--- config.mk ---
export PLATFORM = sky130hd
export DESIGN_NAME = mac_stream_acc
export DESIGN_NICKNAME = d
export VERILOG_FILES = /design/src/rtl/mac_stream_acc.sv
export SDC_FILE = /design/constraint.sdc
export NUM_CORES = 2
export LEC_CHECK = 0
export CORE_MARGIN = 1
export CORE_UTILIZATION = 35
export DETAILED_ROUTE_END_ITERATION = 8
export MAX_ROUTING_LAYER = met4
export PLACE_DENSITY_LB_ADDON = 0.08
export SYNTH_ARGS = -nofsm -noshare
export SYNTH_HDL_FRONTEND = slang
export SYNTH_SLANG_ARGS = --single-unit
--- constraint.sdc ---
create_clock -name clk -period 7.7 [get_ports clk]
set_input_delay 0.77 -clock clk [delete_from_list [all_inputs] [get_ports clk]]
set_output_delay 0.77 -clock clk [all_outputs]
set_load 0.005 [all_outputs]
--- src/rtl/mac_stream_acc.sv ---
// mac_stream_acc: streaming matrix multiply-accumulate, C = A*B or C += A*B.
// Operand matrices are loaded in one handshake. C is computed one element
// per cycle through a two-stage pipeline, then returned row by row over a
// valid/ready stream. C stays resident between jobs.
module mac_stream_acc #(
    parameter int M          = 4,
    parameter int K          = 4,
    parameter int N          = 4,
    parameter int DATA_WIDTH = 8,
    parameter int ACC_WIDTH  = 2*DATA_WIDTH+8
) (
    input  logic                                   clk,
    input  logic                                   rstn,
    input  logic                                   host2block_val,
    output logic                                   host2block_rdy,
    input  logic [M*K*DATA_WIDTH-1:0]              a_data_in_ext,
    input  logic [K*N*DATA_WIDTH-1:0]              b_data_in_ext,
    input  logic                                   signed_mode,
    input  logic                                   acc_mode,
    input  logic                                   clear_acc,
    output logic                                   busy,
    output logic                                   mac_done,
    output logic                                   block2host_val,
    input  logic                                   block2host_rdy,
    output logic [N*ACC_WIDTH-1:0]                 c_row_out,
    output logic [((M > 1) ? $clog2(M) : 1)-1:0]   c_row_idx,
    output logic                                   c_last
);

    localparam int RW = (M > 1) ? $clog2(M) : 1;
    localparam int CW = (N > 1) ? $clog2(N) : 1;
    localparam int EW = (M*N > 1) ? $clog2(M*N) : 1;
    localparam int PW = 2*DATA_WIDTH;

    localparam logic [RW-1:0] ROW_MAX  = RW'(M-1);
    localparam logic [CW-1:0] COL_MAX  = CW'(N-1);
    localparam logic [EW-1:0] ELEM_MAX = EW'(M*N-1);

    localparam logic [1:0] S_IDLE    = 2'd0;
    localparam logic [1:0] S_COMPUTE = 2'd1;
    localparam logic [1:0] S_FLUSH   = 2'd2;
    localparam logic [1:0] S_OUTPUT  = 2'd3;

    logic [1:0]                  state_r;
    logic                        rdy_r;
    logic                        busy_r;
    logic                        done_r;
    logic                        val_r;
    logic [M*K*DATA_WIDTH-1:0]   a_r;
    logic [K*N*DATA_WIDTH-1:0]   b_r;
    logic                        sgn_r;
    logic                        acc_r;
    logic [EW-1:0]               e_r;
    logic [RW-1:0]               er_r;
    logic [CW-1:0]               ec_r;
    logic [RW-1:0]               orow_r;
    logic [PW-1:0]               prod_s [K];
    logic [PW-1:0]               prod_r [K];
    logic                        s1_val_r;
    logic [EW-1:0]               s1_e_r;
    logic [ACC_WIDTH-1:0]        sum_s;
    logic [ACC_WIDTH-1:0]        c_mem_r [M*N];

    // Extend both operands to product width per mode, then multiply.
    function automatic logic [PW-1:0] mul_ext(input logic [DATA_WIDTH-1:0] a,
                                              input logic [DATA_WIDTH-1:0] b,
                                              input logic                  sgn);
        logic [PW-1:0] ax;
        logic [PW-1:0] bx;
        if (sgn) begin
            ax = PW'($signed(a));
            bx = PW'($signed(b));
        end else begin
            ax = PW'(a);
            bx = PW'(b);
        end
        return ax * bx;
    endfunction

    // Extend a product to accumulator width per mode.
    function automatic logic [ACC_WIDTH-1:0] ext_acc(input logic [PW-1:0] p,
                                                     input logic          sgn);
        if (sgn) begin
            return ACC_WIDTH'($signed(p));
        end else begin
            return ACC_WIDTH'(p);
        end
    endfunction

    // Control FSM: load handshake, element issue, flush, row streaming.
    always_ff @(posedge clk or negedge rstn) begin
        if (!rstn) begin
            state_r <= S_IDLE;
            rdy_r   <= 1'b0;
            busy_r  <= 1'b0;
            done_r  <= 1'b0;
            val_r   <= 1'b0;
            a_r     <= '0;
            b_r     <= '0;
            sgn_r   <= 1'b0;
            acc_r   <= 1'b0;
            e_r     <= '0;
            er_r    <= '0;
            ec_r    <= '0;
            orow_r  <= '0;
        end else begin
            done_r <= 1'b0;
            case (state_r)
                S_IDLE: begin
                    rdy_r <= 1'b1;
                    if (host2block_val && rdy_r) begin
                        a_r     <= a_data_in_ext;
                        b_r     <= b_data_in_ext;
                        sgn_r   <= signed_mode;
                        acc_r   <= acc_mode;
                        rdy_r   <= 1'b0;
                        busy_r  <= 1'b1;
                        e_r     <= '0;
                        er_r    <= '0;
                        ec_r    <= '0;
                        state_r <= S_COMPUTE;
                    end
                end
                S_COMPUTE: begin
                    if (e_r == ELEM_MAX) begin
                        state_r <= S_FLUSH;
                    end else begin
                        e_r <= e_r + 1'b1;
                        if (ec_r == COL_MAX) begin
                            ec_r <= '0;
                            er_r <= er_r + 1'b1;
                        end else begin
                            ec_r <= ec_r + 1'b1;
                        end
                    end
                end
                S_FLUSH: begin
                    done_r  <= 1'b1;
                    val_r   <= 1'b1;
                    orow_r  <= '0;
                    state_r <= S_OUTPUT;
                end
                S_OUTPUT: begin
                    if (val_r && block2host_rdy) begin
                        if (orow_r == ROW_MAX) begin
                            val_r   <= 1'b0;
                            orow_r  <= '0;
                            busy_r  <= 1'b0;
                            rdy_r   <= 1'b1;
                            state_r <= S_IDLE;
                        end else begin
                            orow_r <= orow_r + 1'b1;
                        end
                    end
                end
                default: begin
                    state_r <= S_IDLE;
                    val_r   <= 1'b0;
                    busy_r  <= 1'b0;
                end
            endcase
        end
    end

    // Stage-1 operand selection and K parallel products for the issued element.
    always_comb begin
        for (int k = 0; k < K; k++) begin
            prod_s[k] = mul_ext(a_r[(int'(er_r)*K + k)*DATA_WIDTH +: DATA_WIDTH],
                                b_r[(int'(ec_r)*K + k)*DATA_WIDTH +: DATA_WIDTH],
                                sgn_r);
        end
    end

    // Stage-1 pipeline register: products plus the element they belong to.
    always_ff @(posedge clk or negedge rstn) begin
        if (!rstn) begin
            s1_val_r <= 1'b0;
            s1_e_r   <= '0;
            for (int k = 0; k < K; k++) begin
                prod_r[k] <= '0;
            end
        end else begin
            s1_val_r <= (state_r == S_COMPUTE);
            s1_e_r   <= e_r;
            for (int k = 0; k < K; k++) begin
                prod_r[k] <= prod_s[k];
            end
        end
    end

    // Stage-2 reduction: sum of products plus the old C element when accumulating.
    always_comb begin
        if (acc_r) begin
            sum_s = c_mem_r[s1_e_r];
        end else begin
            sum_s = '0;
        end
        for (int k = 0; k < K; k++) begin
            sum_s = sum_s + ext_acc(prod_r[k], sgn_r);
        end
    end

    // Resident C storage: idle clear has priority, otherwise stage-2 write-back.
    always_ff @(posedge clk or negedge rstn) begin
        if (!rstn) begin
            for (int i = 0; i < M*N; i++) begin
                c_mem_r[i] <= '0;
            end
        end else if ((state_r == S_IDLE) && clear_acc) begin
            for (int i = 0; i < M*N; i++) begin
                c_mem_r[i] <= '0;
            end
        end else if (s1_val_r) begin
            c_mem_r[s1_e_r] <= sum_s;
        end
    end

    // Row view of C selected by the output row counter.
    always_comb begin
        for (int j = 0; j < N; j++) begin
            c_row_out[j*ACC_WIDTH +: ACC_WIDTH] = c_mem_r[int'(orow_r)*N + j];
        end
    end

    assign host2block_rdy = rdy_r;
    assign busy           = busy_r;
    assign mac_done       = done_r;
    assign block2host_val = val_r;
    assign c_row_idx      = orow_r;
    assign c_last         = val_r && (orow_r == ROW_MAX);

endmodule

# [Yosys cells after proc, flatten, opt, wreduce, memory -nomap -nowiden]
# Cells that the tools add are included.
[totals] regBits=727 in_bits=263 elab_cells=166
[op_classes] addsub=17 n_mul=4 order_cmp=6 eq_ne=12 shifts=8 muxes=61 bitwise_logic=5 reduce_logical=18
[op_table] cell="$mux W384" n=2
[op_table] cell="$shiftx A128 B9 Y8" n=6
[op_table] cell="$bmux W24 S4" n=5
[op_table] cell="$bwmux W384" n=1
[op_table] cell="$mux W24" n=16
[op_table] cell="$shiftx A128 B8 Y8" n=2
[op_table] cell="$ge A32 B5 Y1 const B" n=4
[op_table] cell="$mux W16" n=8
[op_table] cell="$add A24 B24 Y24" n=4
[op_table] cell="$demux W24 S4" n=1
[op_table] cell="$not A5 Y32" n=3
[op_table] cell="$mul A16 B16 Y16" n=4
[op_table] cell="$not A4 Y32" n=1
[op_table] cell="$add A4 B2 Y5 const B" n=6
[op_table] cell="$mux W2" n=11
[op_table] cell="$add A4 B1 Y5 const B" n=3
[op_table] cell="$ne A2 B2 Y1 const B" n=6
[op_table] cell="$pmux W2 S2" n=3
[op_table] cell="$reduce_and A4 Y1" n=3
[op_table] cell="$reduce_and A3 Y1" n=3
[op_table] cell="$eq A2 B2 Y1 const B" n=4
[op_table] cell="$mux W4" n=2
[op_table] cell="$pmux W2 S4" n=1
[op_table] cell="$pmux W4 S2" n=1
[op_table] cell="13 further kinds" n=31

# [Depth between registers and ports, before layout]
[logic_depth] ltp_word=12 ltp_mapped=26 mapped_depth_nobuf=23

# [Worst setup path before layout]
# No wires, ideal clock.
[synth_timing] path_kind="reg-to-reg" from="register ec_r[1]" to="register prod_r[47] in the netlist's numbering" t_arrival_ps=6511 required_time_ps=7566 setup_slack_ps=1055 stages_incl_launch_ff=25 path_buffers=4 synth_period_minus_slack_ps=6645 cell_sequence="dfrtp_1 -> buf_2 -> buf_1 -> buf_1 -> clkbuf_1 -> mux4_2 -> nand3_1 -> inv_1 -> fa_1 -> inv_1 -> fa_1 -> inv_1 -> fa_1 -> inv_1 -> fa_1 -> inv_1 -> fa_1 -> inv_1 -> fa_1 -> inv_1 -> ha_1 -> o21a_1 -> o21a_1 -> o41ai_1 -> xnor2_1"
[synth_lines] item="start, declared" line="55" text="logic [CW-1:0] ec_r;"
[synth_lines] item="start signal, assigned" line="133" text="ec_r <= ec_r + 1'b1;"
[synth_lines] item="end signal, assigned by index" line="186" text="prod_r[k] <= prod_s[k];"
[synth_lines] item="end, declared" line="58" text="logic [PW-1:0] prod_r [K];"

==> qor.yml <==
outcome: "finished, final reports clean"
grt_antenna_before_repair: 8
cts-root-buf: "clkbuf_16"
ios: 366
hold_class: "input pin to async pin"
setup_tns_ns: 0
synth-seq-area-share_pct: 36.8
met2_wirelength_um: 76300
gr-total-overflow: 0
cts_setup_buffers: 0
crit_path_start_kind: "register"
fp.coreArea_um2: 140000
ant_nets: 0
dp_hpwl_um: 119000
worstMarginPinSlew_ns: 1.28
synthAdderAreaFrac_pct: 19.7
synth_cell_type_count: 65
cts_buffer_depth: 3
syn_to_final_growth_pct: 18.5
syn_avg_cell_area_um2: 12.2
cap_violations: 0
cts-buffers-inserted: 91
rsz0062_at_grt: "no"
route.detailed.drc: 0
crit_required_ns: 8.27
dr.first_iter.drc_count: 2329
slew_headroom_pct: 14.4
htree_num_levels: 3
die_w_um: 378
slew_violations: 0
crit_type: "register to register"
crit_path_start: "ec_r[0]$_DFFE_PN0P_"
dr_wl_met3_um: 8670
async_reset_ff_share_pct: 100
die_y_um: 378
grt_pass1_wl_um: 243000
finalClockSkew_ns: 0.0254
synth_edf_count: 0
start_util_pct: 35.4
r2r_start: "ec_r[0]$_DFFE_PN0P_"
routedWlPerCell_um: 25.5
maxUsedRoutingLayer: "met4"
place_congestion: 0.824
synth_compound_area_share_pct: 8.88
holdBufCountCts: 0
critPathMaxFanout: 17
setup_viol: 0
crit_path_end_kind: "register"
drive_gt1_share_pct: 19.1
grt_max_degree: 154
critical_path_arrival_ns: 7.12
synthCells: 4045
synth_xor_area_share_pct: 2.99
finalHoldViolCount: 0
clkTransAtPathRegs_ns: 0.06
cts_tree: "done"
ys_warn_count: 0
synth.net_count: 4887
vias: 33000
cts_resized: 0
nFillCells: 13300
ys_seq_elements: 727
drt-total-wl_um: 161000
cts.sinks: 727
synth.mux.area_fraction_pct: 18.7
place.port_buffers: 365
synth_top_family_by_area: "adder cells"
syn-cell-area_um2: 49500
synthSimpleGateAreaFrac_pct: 7.16
min_period_ns: 6.55
die_area_um2: 143000
synth_ff_type: "dfrtp_1"
fmax_mhz: 153
rows: 137
insertion_delay_ns: 0.70
grt_pass1_vias: 35500
grt_use_total_pct: 23.7
avgViaCountPerCell: 5.24
min_period_over_period_pct: 85.0
drt-met1-wl_um: 72000
dr.pass1.iters: 5
finalNetCount: 5183
## Yosys cell counts (61+ instances only)
master	count	area [um2]
xnor2_1	129	1130
a21oi_1	61	305
nand2_1	235	882
mux4_2	279	6280
ha_1	247	3090
inv_1	511	1920
fa_1	332	6650
clkbuf_1	195	732
o21ai_0	86	430
mux2_2	260	2930
nor2_1	95	357
a22o_1	307	2690
and2_1	232	1450
dfrtp_1	727	18200
## metal layers
| metal | up-vias | track usage (%) |
|---|---|---|
| met3 | 231 | 4.21 |
| met2 | 993 | 37.5 |
| met4 | 0 | 5.53 |
| met1 | 17100 | 31.7 |
| li1 | 14600 | - |
| met5 | - | - |
## layout make-up
cell class	instances	area [um2]	area share, %
multi-input combinational	2566	28700	49.0
inverter	511	1920	3.27
tap	1876	2350	4.00
clock inverter	36	513	0.875
antenna	10	25.0	0.0427
sequential	727	18200	31.1
clock buffer	129	2590	4.42
timing repair buffer	444	4310	7.36
## critical path, cell delays in order, from the launching register on
cell and delay (ns):
dfrtp_2 0.79, buf_4 0.30, mux2_2 0.45, nor2b_1 0.33, and2_1 0.25, fa_1 0.45
fa_1 0.51, inv_1 0.05, fa_1 0.55, fa_1 0.45, fa_1 0.47, fa_1 0.43
xor2_1 0.19, xnor2_1 0.19, xnor2_1 0.17, xnor2_1 0.16, xnor2_1 0.11, xnor2_1 0.24
xnor2_1 0.21, xnor2_1 0.12
## stage by stage
step | hold slack (ns) | std cells | area [um2] | util [%] | setup WS, ns
finish | 0.0696 | 6299 | 58600 | 41.9 | 1.15
CTS | 0.0561 | 6289 | 58600 | 41.9 | 1.06
floorplan | 0.398 | 4045 | 49500 | - | 1.05
global placement | 0.455 | 6124 | 55500 | 39.7 | 1.15
global route | 0.0876 | 6296 | 58600 | 41.9 | 0.720
detailed placement | 0.461 | 6124 | 55500 | 39.7 | 1.07
## registers in the layout, summed over array words and instances (netlist names)
register / cells
c_mem_r: 384
a_r: 128
b_r: 128
prod_r: 64
e_r: 4
s1_e_r: 4
c_row_idx: 2
ec_r: 2
er_r: 2
state_r: 2
acc_r: 1
block2host_val: 1
busy: 1
host2block_rdy: 1
mac_done: 1
s1_val_r: 1
sgn_r: 1
## final timing paths
path	endpoint	slack (ns)	depth (start not counted)
max	prod_r[15]$_DFF_PN0_	1.15	19
min	c_mem_r[265]$_DFFE_PN0P_	0.07	1
max reg2reg	prod_r[15]$_DFF_PN0_	1.15	19
min reg2reg	s1_e_r[3]$_DFF_PN0_	0.47	0
max in group asynchronous	a_r[12]$_DFFE_PN0P_	5.61	3
min in group clk	s1_e_r[3]$_DFF_PN0_	0.47	0
## kinds of logic (layout without fill, tap and decap cells)
| kind of cell | after synthesis | after routing |
|---|---|---|
| compound gates | 575 | 575 |
| xor+xnor | 167 | 167 |
| fa+ha+maj | 580 | 580 |
| buf+inv | 752 | 1120 |
| flops | 727 | 727 |
| mux | 542 | 542 |
| other cells | 0 | 10 |
| simple gates | 702 | 702 |
## cells in the final DEF (no fill, tap or decap), drive strengths merged, types with 4 or more instances in the layout
cell             n
clkinv          22
o211ai           4
inv            514
o21a            12
nand4            5
o31ai            7
nand3           19
clkdlybuf4s50  364
xnor2          131
clkbuf         129
a22o           307
a21oi           62
a41oi            4
and3            33
nand2          235
a31oi           15
ha             247
buf             80
xor2            36
nor2b           29
o21ai           98
a221o           17
fa             332
diode           10
nor2            96
o21bai           8
or2             12
dfrtp          727
and2           233
nand2b           9
mux4           279
nor3            19
a21o            21
bufinv           9
mux2           260
Power is not shown: default switching activity piles up to over one toggle a cycle in this logic, so the estimate is an artifact.
